$ cat config.mk
export PLATFORM = sky130hd
export DESIGN_NAME = hazard_ctrl_flat
export DESIGN_NICKNAME = d
export VERILOG_FILES = /design/src/rtl/hazard_if.sv /design/src/rtl/hazard_ctrl.sv /design/src/flat_wrapper.sv
export SDC_FILE = /design/constraint.sdc
export NUM_CORES = 1
export LEC_CHECK = 0
export BUFFER_PORTS_ARGS = -buffer_cell sky130_fd_sc_hd__buf_2
export CELL_PAD_IN_SITES_DETAIL_PLACEMENT = 2
export CELL_PAD_IN_SITES_GLOBAL_PLACEMENT = 2
export CORE_MARGIN = 1.5
export CORE_UTILIZATION = 33
export DETAILED_ROUTE_END_ITERATION = 7
export MAX_ROUTING_LAYER = met4
export PLACE_DENSITY = 0.94
export SETUP_SLACK_MARGIN = 0.5
export SLEW_MARGIN = 20
export SYNTH_ARGS = -nofsm -noshare
export SYNTH_HDL_FRONTEND = slang
export SYNTH_SLANG_ARGS = --single-unit
$ cat constraint.sdc
create_clock -name clk -period 6.4 [get_ports clk]
set_input_delay 0.32 -clock clk [delete_from_list [all_inputs] [get_ports clk]]
set_output_delay 0.32 -clock clk [all_outputs]
set_load 0.005 [all_outputs]
$ cat src/rtl/hazard_if.sv
// Hazard controller bus: pipeline hazard sources in, stage-register controls
// and performance counters out.
interface hazard_if #(
    parameter int CNT_W = 32
);
    logic [4:0]       id_rs1;
    logic [4:0]       id_rs2;
    logic             id_use_rs1;
    logic             id_use_rs2;
    logic [4:0]       ex_rd;
    logic             ex_mem_read;
    logic             ex_redirect;
    logic             ex_mc_start;
    logic             ex_mc_done;
    logic             cnt_clr;
    logic             pc_we;
    logic             ifid_we;
    logic             ifid_flush;
    logic             idex_we;
    logic             idex_flush;
    logic             exmem_flush;
    logic             mc_timeout;
    logic [CNT_W-1:0] stall_cnt;
    logic [CNT_W-1:0] flush_cnt;

    // Pipeline side: drives hazard sources, consumes controls.
    modport master (
        output id_rs1, id_rs2, id_use_rs1, id_use_rs2, ex_rd, ex_mem_read,
               ex_redirect, ex_mc_start, ex_mc_done, cnt_clr,
        input  pc_we, ifid_we, ifid_flush, idex_we, idex_flush, exmem_flush,
               mc_timeout, stall_cnt, flush_cnt
    );

    // Hazard controller side.
    modport slave (
        input  id_rs1, id_rs2, id_use_rs1, id_use_rs2, ex_rd, ex_mem_read,
               ex_redirect, ex_mc_start, ex_mc_done, cnt_clr,
        output pc_we, ifid_we, ifid_flush, idex_we, idex_flush, exmem_flush,
               mc_timeout, stall_cnt, flush_cnt
    );
endinterface

$ cat src/rtl/hazard_ctrl.sv
// Pipeline hazard controller: load-use bubbles, EX redirect flushes and
// multi-cycle EX freezes with a fixed priority, plus stall/flush counters.
module hazard_ctrl #(
    parameter int MC_TIMEOUT = 64,
    parameter int CNT_W      = 32
) (
    input  logic     clk,
    input  logic     rst,
    hazard_if.slave  bus
);
    localparam int             BW      = $clog2(MC_TIMEOUT) + 1;
    localparam logic [BW-1:0]  TMO_VAL = BW'(MC_TIMEOUT);
    localparam logic [BW-1:0]  CTR_ONE = {{(BW-1){1'b0}}, 1'b1};
    localparam logic [CNT_W-1:0] CNT_ONE = {{(CNT_W-1){1'b0}}, 1'b1};

    typedef enum logic [0:0] {
        RUN     = 1'b0,
        MC_BUSY = 1'b1
    } state_t;

    state_t           fsm_r, fsm_nxt_s;
    logic [BW-1:0]    busy_ctr_r, busy_ctr_nxt_s;
    logic             mc_timeout_r, tmo_set_s;
    logic [CNT_W-1:0] stall_cnt_r, flush_cnt_r;

    logic load_use_s, mc_hold_s, timeout_hit_s, redirect_take_s;
    logic pc_we_s, ifid_we_s, ifid_flush_s, idex_we_s, idex_flush_s, exmem_flush_s;

    // Hazard detection; a timed-out wait is treated as if the op finished.
    always_comb begin
        load_use_s = bus.ex_mem_read && (bus.ex_rd != 5'd0) &&
                     ((bus.id_use_rs1 && (bus.id_rs1 == bus.ex_rd)) ||
                      (bus.id_use_rs2 && (bus.id_rs2 == bus.ex_rd)));
        timeout_hit_s = (fsm_r == MC_BUSY) && (busy_ctr_r == TMO_VAL) && !bus.ex_mc_done;
        mc_hold_s = ((fsm_r == MC_BUSY) || bus.ex_mc_start) && !bus.ex_mc_done && !timeout_hit_s;
        redirect_take_s = 1'b0;
        if (rst) begin
            redirect_take_s = 1'b0;
        end else if (!mc_hold_s && bus.ex_redirect) begin
            redirect_take_s = 1'b1;
        end else begin
            redirect_take_s = 1'b0;
        end
    end

    // Stage-register controls: reset override, then hold > redirect > load-use.
    always_comb begin
        pc_we_s       = 1'b1;
        ifid_we_s     = 1'b1;
        ifid_flush_s  = 1'b0;
        idex_we_s     = 1'b1;
        idex_flush_s  = 1'b0;
        exmem_flush_s = 1'b0;
        if (rst) begin
            pc_we_s       = 1'b0;
            ifid_we_s     = 1'b0;
            idex_we_s     = 1'b0;
            ifid_flush_s  = 1'b1;
            idex_flush_s  = 1'b1;
            exmem_flush_s = 1'b1;
        end else if (mc_hold_s) begin
            pc_we_s       = 1'b0;
            ifid_we_s     = 1'b0;
            idex_we_s     = 1'b0;
            exmem_flush_s = 1'b1;
        end else if (redirect_take_s) begin
            pc_we_s       = 1'b1;
            ifid_flush_s  = 1'b1;
            idex_flush_s  = 1'b1;
        end else if (load_use_s) begin
            pc_we_s       = 1'b0;
            ifid_we_s     = 1'b0;
            idex_flush_s  = 1'b1;
        end else begin
            pc_we_s       = 1'b1;
        end
    end

    // Multi-cycle wait FSM next state and busy counter.
    always_comb begin
        fsm_nxt_s      = fsm_r;
        busy_ctr_nxt_s = busy_ctr_r;
        tmo_set_s      = 1'b0;
        case (fsm_r)
            RUN: begin
                if (bus.ex_mc_start && !bus.ex_mc_done) begin
                    fsm_nxt_s      = MC_BUSY;
                    busy_ctr_nxt_s = CTR_ONE;
                end else begin
                    fsm_nxt_s      = RUN;
                end
            end
            MC_BUSY: begin
                if (bus.ex_mc_done) begin
                    fsm_nxt_s      = RUN;
                end else if (timeout_hit_s) begin
                    fsm_nxt_s      = RUN;
                    tmo_set_s      = 1'b1;
                end else begin
                    busy_ctr_nxt_s = busy_ctr_r + CTR_ONE;
                end
            end
            default: begin
                fsm_nxt_s      = RUN;
                busy_ctr_nxt_s = {BW{1'b0}};
            end
        endcase
    end

    // State, sticky timeout flag and performance counters.
    always_ff @(posedge clk) begin
        if (rst) begin
            fsm_r        <= RUN;
            busy_ctr_r   <= {BW{1'b0}};
            mc_timeout_r <= 1'b0;
            stall_cnt_r  <= {CNT_W{1'b0}};
            flush_cnt_r  <= {CNT_W{1'b0}};
        end else begin
            fsm_r        <= fsm_nxt_s;
            busy_ctr_r   <= busy_ctr_nxt_s;
            mc_timeout_r <= mc_timeout_r | tmo_set_s;
            if (bus.cnt_clr) begin
                stall_cnt_r <= {CNT_W{1'b0}};
                flush_cnt_r <= {CNT_W{1'b0}};
            end else begin
                if (!pc_we_s) begin
                    stall_cnt_r <= stall_cnt_r + CNT_ONE;
                end
                if (redirect_take_s) begin
                    flush_cnt_r <= flush_cnt_r + CNT_ONE;
                end
            end
        end
    end

    assign bus.pc_we       = pc_we_s;
    assign bus.ifid_we     = ifid_we_s;
    assign bus.ifid_flush  = ifid_flush_s;
    assign bus.idex_we     = idex_we_s;
    assign bus.idex_flush  = idex_flush_s;
    assign bus.exmem_flush = exmem_flush_s;
    assign bus.mc_timeout  = mc_timeout_r;
    assign bus.stall_cnt   = stall_cnt_r;
    assign bus.flush_cnt   = flush_cnt_r;
endmodule

$ cat src/flat_wrapper.sv
// flat-port wrapper written by rule: the top's interface ports become plain ports
module hazard_ctrl_flat 
#(
    parameter int MC_TIMEOUT = 64,
    parameter int CNT_W      = 32
)
  (clk, rst, bus_id_rs1, bus_id_rs2, bus_id_use_rs1, bus_id_use_rs2, bus_ex_rd, bus_ex_mem_read, bus_ex_redirect, bus_ex_mc_start, bus_ex_mc_done, bus_cnt_clr, bus_pc_we, bus_ifid_we, bus_ifid_flush, bus_idex_we, bus_idex_flush, bus_exmem_flush, bus_mc_timeout, bus_stall_cnt, bus_flush_cnt);
  hazard_if #(.CNT_W(CNT_W)) bus_i ();
  input  logic clk;
  input  logic rst;
  input wire logic [$bits(bus_i.id_rs1)-1:0] bus_id_rs1;
  input wire logic [$bits(bus_i.id_rs2)-1:0] bus_id_rs2;
  input wire logic [$bits(bus_i.id_use_rs1)-1:0] bus_id_use_rs1;
  input wire logic [$bits(bus_i.id_use_rs2)-1:0] bus_id_use_rs2;
  input wire logic [$bits(bus_i.ex_rd)-1:0] bus_ex_rd;
  input wire logic [$bits(bus_i.ex_mem_read)-1:0] bus_ex_mem_read;
  input wire logic [$bits(bus_i.ex_redirect)-1:0] bus_ex_redirect;
  input wire logic [$bits(bus_i.ex_mc_start)-1:0] bus_ex_mc_start;
  input wire logic [$bits(bus_i.ex_mc_done)-1:0] bus_ex_mc_done;
  input wire logic [$bits(bus_i.cnt_clr)-1:0] bus_cnt_clr;
  output wire logic [$bits(bus_i.pc_we)-1:0] bus_pc_we;
  output wire logic [$bits(bus_i.ifid_we)-1:0] bus_ifid_we;
  output wire logic [$bits(bus_i.ifid_flush)-1:0] bus_ifid_flush;
  output wire logic [$bits(bus_i.idex_we)-1:0] bus_idex_we;
  output wire logic [$bits(bus_i.idex_flush)-1:0] bus_idex_flush;
  output wire logic [$bits(bus_i.exmem_flush)-1:0] bus_exmem_flush;
  output wire logic [$bits(bus_i.mc_timeout)-1:0] bus_mc_timeout;
  output wire logic [$bits(bus_i.stall_cnt)-1:0] bus_stall_cnt;
  output wire logic [$bits(bus_i.flush_cnt)-1:0] bus_flush_cnt;
  assign bus_i.id_rs1 = bus_id_rs1;
  assign bus_i.id_rs2 = bus_id_rs2;
  assign bus_i.id_use_rs1 = bus_id_use_rs1;
  assign bus_i.id_use_rs2 = bus_id_use_rs2;
  assign bus_i.ex_rd = bus_ex_rd;
  assign bus_i.ex_mem_read = bus_ex_mem_read;
  assign bus_i.ex_redirect = bus_ex_redirect;
  assign bus_i.ex_mc_start = bus_ex_mc_start;
  assign bus_i.ex_mc_done = bus_ex_mc_done;
  assign bus_i.cnt_clr = bus_cnt_clr;
  assign bus_pc_we = bus_i.pc_we;
  assign bus_ifid_we = bus_i.ifid_we;
  assign bus_ifid_flush = bus_i.ifid_flush;
  assign bus_idex_we = bus_i.idex_we;
  assign bus_idex_flush = bus_i.idex_flush;
  assign bus_exmem_flush = bus_i.exmem_flush;
  assign bus_mc_timeout = bus_i.mc_timeout;
  assign bus_stall_cnt = bus_i.stall_cnt;
  assign bus_flush_cnt = bus_i.flush_cnt;
  hazard_ctrl #(.MC_TIMEOUT(MC_TIMEOUT), .CNT_W(CNT_W)) u_core (.clk(clk), .rst(rst), .bus(bus_i));
endmodule
==> results of run 1 <==
[metal layers]
metal	share of wire, %	up-vias	routed length [um]	global-route usage, %
met5	0	-	0	-
met4	1.5	0	177	6.95
met3	4.4	17	512	4.04
met2	52	72	6070	37.2
met1	42	1785	4950	24.2
li1	-	1717	-	-
[critical path, stage by stage (launching register included)]
cell and delay [ns]:
dfxtp_1 0.36, inv_1 0.07, ha_1 0.15, nand4b_1 0.16
o21ai_1 0.28, nand2b_1 0.22, a21oi_1 0.58, buf_2 0.23
[kinds of logic after synthesis]
| kind of cell | Yosys count | synth area share (%) |
|---|---|---|
| and+or+nand+nor | 195 | 31.0 |
| muxes | 1 | 0.273 |
| DFF | 73 | 39.8 |
| xor gates and xnor gates | 44 | 10.5 |
| buffers and inverters | 34 | 4.22 |
| adders and majority gates | 4 | 1.36 |
| AOI/OAI and AO/OA | 80 | 12.8 |
[Yosys cell counts (all sizes together)]
cell type   n  area [um^2]
a31oi       1         6.26
a21o        2         15.0
o22ai       1         6.26
o21a        5         45.0
o31ai       7         52.6
or3        21          136
nor2       47          176
and3        5         31.3
o211ai      1         7.51
nand2b      2         12.5
inv        15         56.3
or4        10         75.1
nor3b       1         7.51
or4b        1         13.8
and2        3         18.8
o21ba       1         10.0
clkbuf     10         37.5
nand4      19          119
dfxtp      73         1460
nand3      21          110
ha          4         50.1
or2         2         12.5
xor2       16          140
a22oi       2         15.0
a21oi      32          160
nor4       12          136
nor3        9         82.6
buf         9         61.3
nand2      32          120
a31o        1         8.76
xnor2      28          245
and4        9         78.8
a41o        1         10.0
o21ai      25          125
mux2i       1         10.0
o31a        1         8.76
nand4b      1         8.76
[power by group through the flow]
| stage | sequential, uW | clock (uW) | combinational [uW] |
|---|---|---|---|
| after global placement | 468 | 0 | 43.6 |
| final | 458 | 324 | 45.3 |
| after floorplan | 468 | 0 | 25.9 |
| after global routing | 458 | 358 | 50.3 |
| after CTS | 458 | 335 | 46.4 |
| after detailed placement | 468 | 0 | 46.0 |
[final cells by class]
type | instances | area (um^2) | area share, %
Multi-Input combinational cell | 324 | 2060 | 46.6
Sequential cell | 73 | 1460 | 33.1
Timing Repair Buffer | 98 | 500 | 11.3
Tap cell | 140 | 175 | 3.97
Clock buffer | 14 | 163 | 3.69
Inverter | 15 | 56.3 | 1.28
[path summary, 6_finish.rpt]
path                                    to  slack [ns]  cells after the start
setup / recovery               bus_ifid_we        3.67                      7
hold reg to reg    u_core.bus.flush_cnt[1]        0.50                      2
setup reg to reg  u_core.bus.flush_cnt[16]        3.81                      7
hold / removal       u_core.bus.mc_timeout        0.27                      4
[flip-flops by register name (all words and copies together), names as in the netlist]
name and flops:
u_core.bus.flush_cnt 32, u_core.bus.stall_cnt 32, u_core.busy_ctr_r 7, u_core.bus.mc_timeout 1
u_core.fsm_r 1
[per-stage QoR]
step / total power [uW] / instance area, um^2 / util [%]
3_3_place_gp: 512 / 4250 / 39.2
6_report: 827 / 4410 / 40.7
5_1_grt: 866 / 4410 / 40.7
3_5_place_dp: 514 / 4250 / 39.2
2_1_floorplan: 494 / 3670 / -
4_1_cts: 839 / 4410 / 40.7
==> metrics, run 1 <==
status=completed; TritonCTS Buffers=9; cell internal pwr=632 uW; clock-pin slew on the worst setup and hold paths=0.08 ns; # setup viols final=0; clock sinks=73; clk_skew=0.00857 ns; Die H=108 um; Leakage=0.00166 uW; relative slew slack=37.0%; Final nets=549; DP Cell Count=650; most common cell after layout, fill and taps aside=buf_2; portion of total power attributed to sequential cells=55.3%; dpl hpwl=8670 um; Sw Pwr=195 uW; final hold slack=0.274 ns; # hold bufs at CTS=0; Post-Syn Instances=431; CP Launch Type=flop; H-tree Lvls=3; Final ANT Viol Nets=0; Worst Path Max Fanout=8; Die X-Extent=108 um; clk root buf=clkbuf_8; CTS tree=built; GRT Util Overall=21.2%; vias in the first global route=3,806; drt drc=0; share of layout cells above drive strength 1=24.6%; Die ar.=11,800 um^2; wire length of the first global-routing pass=19,100 um; Worst setup EP type=primary output; Mapped Area=3670 um^2; Setup TNS Final=0 ns; combinational share of power=5.5%; total core area=10,800 um^2; Finished Layout Cells=664; fmax=367 MHz; Placer Congestion=0.776; Avg Inst Size Synth=8.52 um^2; count of cell types in the netlist=49; worst min path class=input port to flop; Net Sw Frac=23.6%; DR vias=3,591; Max clock buf depth=2; r2r startpoint=u_core.bus.flush_cnt[4]; Clock Latency Late Sink=0.35 ns; fillers=1,285; Worst Slack Setup Final=3.67 ns; Hold Startpoint=bus_ex_mc_done; number of I/O pins=95; worst endpoint required time=6.08 ns; syn nets=459; 1st-iter DRT viols=135; num rows=38; Via density=5.41; RSZ-0062 raised after global routing=false; initial antenna violation count=0; max_cap viols=0; postcts setup bufs=0; Seq/Total Area, Yosys=39.8%; Routed WL=11,700 um; flops & latches, synth=73; Initial DRT Pass Iterations=4; detailed-route wire length per cell=17.6 um; gr ovfl total=0; synth warn=0; crit path time final=2.73 ns; n_diodes=0; Critical Path AT=2.41 ns; actual slew at the worst max-slew pin=0.942 ns; dpl ws=3.89 ns; Crit Path Class=flop to primary output; start point of the critical path=u_core.busy_ctr_r[0]; Cell Pwr Density=188 nW/um^2; Hold Vio Cnt, Final=0; most frequent cells in the layout=buf_2 (94), dfxtp_1 (73), nor2_1 (47); Starting Density=33.9%; port buffer count=94; Clk pwr share=39.2%; largest net degree at the start of global routing=62; post-CTS sizing=0; Syn-to-layout area delta=20.1%; Max VDD drop=0.0904 mV; period utilization=42.6%; Slew Limit Fails=0
Power figures use the tool's default switching activity.
==> run 2: changes to the inputs <==
Settings changed: ABC_AREA set to 1, CORE_UTILIZATION 33 to 28, PLACE_DENSITY 0.94 to 0.88.
Clock period 6.4 ns to 2.8 ns, I/O delays scaled along.
==> run 2 against run 1 <==
Compared with the run above: global-route usage increased by 0.92 points; cell count increased by 66%; via count increased by 53%; first-iteration DRC count increased by 59%; sequential share of layout area decreased by 7.4 points; highest routed layer unchanged; clock-buffer cell count decreased by 4; utilization decreased by 6.2 points; critical endpoint is now bus_pc_we.
==> metrics, run 2 <==
Worst setup EP type=primary output (unchanged); Mapped Area=4680 um^2 (was 3670 um^2); most frequent cells in the layout=nand2_1 (291), nor2_1 (101), buf_2 (94) (was buf_2 (94), dfxtp_1 (73), nor2_1 (47)); max incr delay on CP=0.36 ns (was 0.58 ns); count of cell types in the netlist=27 (was 49); most common cell after layout, fill and taps aside=nand2_1 (was buf_2); CP dominant cell by count=inv_1; Avg Inst Size Synth=5.93 um^2 (was 8.52 um^2); Worst Path Max Fanout=31 (was 8); syn nets=817 (was 459); Synth top area share=31.2% (was 39.8%); Placer Congestion=0.884 (was 0.776); crit path time final=2.14 ns; Clock Latency Late Sink=0.35 ns (about the same); Syn-to-layout area delta=21.5% (was 20.1%); Post-synth EDFFs=0 (unchanged); actual slew at the worst max-slew pin=0.623 ns (was 0.942 ns); Post-Place Cell Area=5360 um^2 (was 4250 um^2); # hold bufs at CTS=0 (unchanged); clock sinks=73 (unchanged); GRT Util Overall=22.1% (was 21.2%); worst min path class=input port to flop (unchanged); number of I/O pins=95 (unchanged); max_cap viols=0 (unchanged); Setup TNS Final=0 ns (unchanged); synth warn=0 (unchanged); clock-pin slew on the worst setup and hold paths=0.06 ns (was 0.08 ns); CTS tree=built (unchanged); worst endpoint required time=2.66 ns (was 6.08 ns); TritonCTS Buffers=9 (unchanged); cell with the most instances after synthesis=nand2_1 (was dfxtp_1); n_diodes=0 (unchanged); Hold Vio Cnt, Final=0 (unchanged); final hold slack=0.0957 ns (was 0.274 ns); dpl hpwl=13,900 um (was 8670 um); wire length of the first global-routing pass=30,300 um (was 19,100 um); Starting Density=28.4% (was 33.9%); Critical Path AT=2.00 ns (was 2.41 ns); RSZ-0062 raised after global routing=false (unchanged); # setup viols final=0 (unchanged); cell internal pwr=1870 uW (was 632 uW); Finished Cell Area=5680 um^2 (was 4410 um^2); Sw Pwr=595 uW (was 195 uW); area leader, netlist=dfxtp_1 (unchanged); Final nets=908 (was 549); gr ovfl total=0 (unchanged); H-tree Lvls=3 (unchanged); Die X-Extent=132 um (was 108 um); Via density=4.97 (was 5.41); CP max-delay cell=dfxtp_1 (was a21oi_1); combinational share of power=6.5% (was 5.5%); DR vias=5,482 (was 3,591); initial antenna violation count=0 (unchanged); period utilization=76.4%; Cell Pwr Density=433 nW/um^2 (was 188 nW/um^2); Net Sw Frac=24.1% (was 23.6%); vias in the first global route=5,890 (was 3,806); Die ar.=17,500 um^2 (was 11,800 um^2); status=completed (unchanged); Final ANT Viol Nets=0 (unchanged); postcts setup bufs=0 (unchanged); detailed-route wire length per cell=16.5 um (was 17.6 um); ranking of synthesized cells by area=dfxtp_1 (31%), nand2_1 (23%), nor2_1 (8.1%) (was dfxtp_1 (40%), xnor2_1 (6.7%), nor2_1 (4.8%)); Main synth FF type=dfxtp_1 (unchanged); num rows=47 (was 38); post-CTS sizing=0 (unchanged); flops & latches, synth=73 (unchanged); largest net degree at the start of global routing=35 (was 62); Clk pwr share=51.0% (was 39.2%); Crit Path Class=flop to primary output (unchanged); total core area=16,500 um^2 (was 10,800 um^2); drt drc=0 (unchanged); Final Core Density=34.5% (was 40.7%); ys async rst share=0% (unchanged); relative slew slack=58.4% (was 37.0%); Seq/Total Area, Yosys=31.2% (was 39.8%); Slew Limit Fails=0 (unchanged); Leakage=0.00229 uW (was 0.00166 uW); clk_skew=0.00849 ns (was 0.00857 ns); fmax=467 MHz; 1st-iter DRT viols=214 (was 135); clk root buf=clkbuf_16 (was clkbuf_8); port buffer count=94 (unchanged); Routed WL=18,200 um (was 11,700 um); Die H=132 um (was 108 um); Initial DRT Pass Iterations=4 (unchanged); portion of total power attributed to sequential cells=42.6% (was 55.3%); Max VDD drop=0.273 mV (was 0.0904 mV); CP Launch Type=flop (unchanged); critical-path cell list=inv_1 > ha_1 > nand3_1 > nor2_2 > nor2_4 > nor2_8 > nand2_1 > buf_8 > inv_1 > buf_2 (was inv_1 > ha_1 > nand4b_1 > o21ai_1 > nand2b_1 > a21oi_1 > buf_2); Post-Syn Instances=789 (was 431); Commonest cells post-synth=nand2_1 (291), nor2_1 (101), inv_1 (76) (was dfxtp_1 (73), nor2_1 (47), a21oi_1 (32), nand2_1 (32), xnor2_1 (28)); share of layout cells above drive strength 1=14.5% (was 24.6%); Max clock buf depth=2 (unchanged)
run 2: cell types whose count changed after synthesis, moves of 9 or more:
cell      change
o21ai_1      -17
inv_1        +62
nand3b_1     +15
nand4_1      -13
nor3_1       +28
nand3_1      +36
nand2_1     +259
xnor2_1      -26
or3_1        -20
or4_1        -10
a21oi_1      +29
nor2_1       +54
and4_1        -9
run 2: power groups by stage:
stage / Clock [uW] / Combinational (uW) / Sequential (uW)
finish: 1250 / 159 / 1050
global placement: 0 / 154 / 1070
floorplan: 0 / 97.7 / 1070
detailed placement: 0 / 161 / 1070
CTS: 1290 / 161 / 1050
global route: 1330 / 180 / 1050
run 2: area by class of cell:
class / instances / area [um^2]
clock inverters: 5 / 81.3
repair buffers: 101 / 534
flip-flops and latches: 73 / 1460
fillers: 2120 / 10800
clock buffers: 10 / 229
multi-input cells: 615 / 2800
inverters: 80 / 302
well taps: 220 / 275
run 2: kinds of logic (layout without fill, tap and decap cells):
group                    Yosys count  count (layout)  synth area share (%)
AND/OR/NAND/NOR                  510             510                  46.0
buffers and inverters            101             196                  8.91
AO/OA/AOI/OAI                     77              77                  8.32
flip-flops                        73              73                  31.2
adder cells (fa/ha/maj)            4               4                  1.07
XOR/XNOR                          24              24                  4.49
run 2: per-stage QoR:
step           cells  setup WS (ns)  power (uW)
4_1_cts         1104          0.504        2500
3_3_place_gp    1089          0.906        1230
3_5_place_dp    1089          0.790        1230
6_report        1104          0.660        2460
5_1_grt         1104          0.509        2560
2_1_floorplan    789           1.17        1170
run 2: path summary, 6_finish.rpt:
check                           slack [ns]                       end  depth (start not counted)               startpoint
worst max-delay path                  0.66                 bus_pc_we                         10     u_core.busy_ctr_r[0]
worst min-delay path                   0.1     u_core.bus.mc_timeout                          2                      rst
worst min register to register        0.49     u_core.bus.mc_timeout                          2    u_core.bus.mc_timeout
worst max register to register        0.74  u_core.bus.stall_cnt[30]                         10  u_core.bus.stall_cnt[0]
run 2: worst max-delay path, delay by kind of cell (launching register included):
kind	cells	cell delay, ns
and+or+nand+nor	5	0.52
adders and majority gates	1	0.20
buffers and inverters	4	0.58
DFF	1	0.36
run 2: routing by layer:
layer	GRT usage [%]	vias up	wire, um
met5	-	-	0
met4	6.35	0	267
met3	3.65	21	623
met2	37.4	105	8920
met1	27.2	2683	8430
li1	-	2673	-
==> run 3: changes to the inputs <==
Clock period 2.8 ns to 2.2 ns, I/O delays scaled along.
==> run 3 against run 2 <==
Compared with the run above: via count grew 5.7%; final area increased by 11%; non-clock buffer count grew 23; global-route usage increased by 1.9 points; utilization is 3.7 points higher; worst hold slack got worse by 0.019 ns; clock skew increased by 0.0071 ns; combinational power grew 65%; sequential power increased by 28%; wire length up 19%; die area unchanged; cell count rose by 2.2%; critical path type unchanged; critical endpoint is now bus_ifid_we; largest cell class unchanged; highest routed layer unchanged.
==> metrics, run 3 (synthesized netlist as in run 2, its figures left out) <==
M2 GR Usage=42.0% (was 37.4%); detailed-route wire length per cell=19.3 um (was 16.5 um); # setup viols final=0 (unchanged); r2r setup slk=0.31 ns (was 0.74 ns); GRT Util Overall=24.0% (was 22.1%); Worst Slack Setup Final=0.274 ns (was 0.660 ns); combinational share of power=7.7% (was 6.5%); max_cap viols=0 (unchanged); Via density=5.14 (was 4.97); r2r startpoint=u_core.fsm_r (was u_core.bus.stall_cnt[0]); Initial DRT Pass Iterations=5 (was 4); met3 Use GR=4.34% (was 3.65%); Final nets=931 (was 908); relative slew slack=67.5% (was 58.4%); Setup TNS Final=0 ns (unchanged); Hold Vio Cnt, Final=0 (unchanged); most common cell after layout, fill and taps aside=nand2_1 (unchanged); RR Endpoint=u_core.bus.flush_cnt[27] (was u_core.bus.stall_cnt[30]); critical-path cell list=o21ai_0 > nor2_4 > nor2_8 > nand2_2 > buf_6 > inv_4 > buf_2 (was inv_1 > ha_1 > nand3_1 > nor2_2 > nor2_4 > nor2_8 > nand2_1 > buf_8 > inv_1 > buf_2); Max VDD drop=0.607 mV (was 0.273 mV); Cell Pwr Density=539 nW/um^2 (was 433 nW/um^2); Final ANT Viol Nets=0 (unchanged); Critical Path AT=1.82 ns (was 2.00 ns); gr busiest metal=met2 (unchanged); met1 Use GR=28.1% (was 27.2%); H-tree Lvls=3 (unchanged); Placer Congestion=0.883 (was 0.884); gr ovfl total=0 (unchanged); RSZ-0062 raised after global routing=true (was false); num rows=47 (unchanged); dpl hpwl=13,800 um (was 13,900 um); CTS tree=built (unchanged); DR vias=5,796 (was 5,482); largest net degree at the start of global routing=34 (was 35); dpl ws=0.167 ns (was 0.790 ns); portion of total power attributed to sequential cells=39.3% (was 42.6%); Leakage=0.00254 uW (was 0.00229 uW); worst endpoint required time=2.09 ns (was 2.66 ns); vias in the first global route=6,149 (was 5,890); Slew Limit Fails=0 (unchanged); crit path time final=1.93 ns; Crit Path Class=flop to primary output (unchanged); max incr delay on CP=0.38 ns (was 0.36 ns); CP Launch Type=flop (unchanged); most frequent cells in the layout=nand2_1 (284), buf_2 (91), nor2_1 (84) (was nand2_1 (291), nor2_1 (101), buf_2 (94)); status=completed (unchanged); wire length of the first global-routing pass=32,300 um (was 30,300 um); Reg2Reg Depth=8 (was 10); # hold bufs at CTS=0 (unchanged); start point of the critical path=u_core.fsm_r (was u_core.busy_ctr_r[0]); worst min path class=input port to flop (unchanged); clk root buf=clkbuf_16 (unchanged); Die X-Extent=132 um (unchanged); Routed WL=21,700 um (was 18,200 um); Worst Path Max Fanout=5 (was 31); Worst setup EP type=primary output (unchanged); Die H=132 um (unchanged); port buffer count=94 (unchanged); clock-pin slew on the worst setup and hold paths=0.06 ns (about the same); hold path depth=2 (unchanged); clock sinks=73 (unchanged); 1st-iter DRT viols=274 (was 214); period utilization=87.6%; initial antenna violation count=0 (unchanged); share of layout cells above drive strength 1=25.6% (was 14.5%); Clk pwr share=52.9% (was 51.0%); Syn-to-layout area delta=34.6% (was 21.5%); cell internal pwr=2560 uW (was 1870 uW); number of I/O pins=95 (unchanged); CP max-delay cell=o21ai_0 (was dfxtp_1); Die ar.=17,500 um^2 (unchanged); total core area=16,500 um^2 (unchanged); clk_skew=0.0156 ns (was 0.00849 ns); Hold Startpoint=rst (unchanged); TritonCTS Buffers=9 (unchanged); Sw Pwr=833 uW (was 595 uW); n_diodes=0 (unchanged); Crit. path cell count=7 (was 10); fmax=519 MHz; Clock Latency Late Sink=0.37 ns (was 0.35 ns); drt drc=0 (unchanged); CP bufs+invs=3 (was 4); Starting Density=28.4% (unchanged); Max clock buf depth=2 (unchanged); family with the most delay on the worst path=simple AND/OR/NAND/NOR gates (was buffers and inverters); Net Sw Frac=24.5% (was 24.1%); actual slew at the worst max-slew pin=0.486 ns (was 0.623 ns); worst hold path endpoint=u_core.bus.mc_timeout (unchanged)
[run 3: stage by stage]
step,cell area [um^2],utilization (%),hold slack (ns),power [uW],cells
4_1_cts,6070,36.9,0.0681,3390,1122
3_5_place_dp,5420,32.9,0.435,1570,1095
3_3_place_gp,5420,32.9,0.433,1560,1095
2_1_floorplan,4680,-,0.182,1490,789
5_1_grt,6300,38.3,0.0761,3500,1128
6_report,6300,38.3,0.0765,3400,1128
[run 3: timing repair]
action,CTS,global route
gates cloned,0,0
pin swaps,6,7
gates resized for setup,60,57
buffers inserted,11,6
endpoints found under the setup margin,75,74
[run 3: cell type report]
cell class                      instances  area [um^2]
Clock buffer                           11          243
Clock inverter                          5          103
Fill cell                            2045        10200
Inverter                               80          304
Multi-Input combinational cell        615         3120
Sequential cell                        73         1490
Tap cell                              220          275
Timing Repair Buffer                  124          758
[run 3: power groups by stage]
stage | sequential [uW] | combinational (uW) | clock [uW]
finish | 1340 | 263 | 1800
global route | 1340 | 288 | 1880
CTS | 1340 | 248 | 1800
detailed placement | 1360 | 210 | 0
global placement | 1360 | 202 | 0
floorplan | 1360 | 124 | 0
[run 3: layer usage]
metal | share of wire (%) | routed length (um)
met2 | 51 | 11100
met5 | 0 | 0
met3 | 3.9 | 845
met4 | 2.1 | 451
met1 | 43 | 9360
[run 3: how the worst max path moves through the flow]
stage                                     to  slack [ns]
finish                           bus_ifid_we        0.27
floorplan           u_core.bus.stall_cnt[30]        0.57
global placement    u_core.bus.stall_cnt[14]        0.28
global route        u_core.bus.flush_cnt[12]        0.17
detailed placement  u_core.bus.stall_cnt[14]        0.17
CTS                           bus_idex_flush        0.33
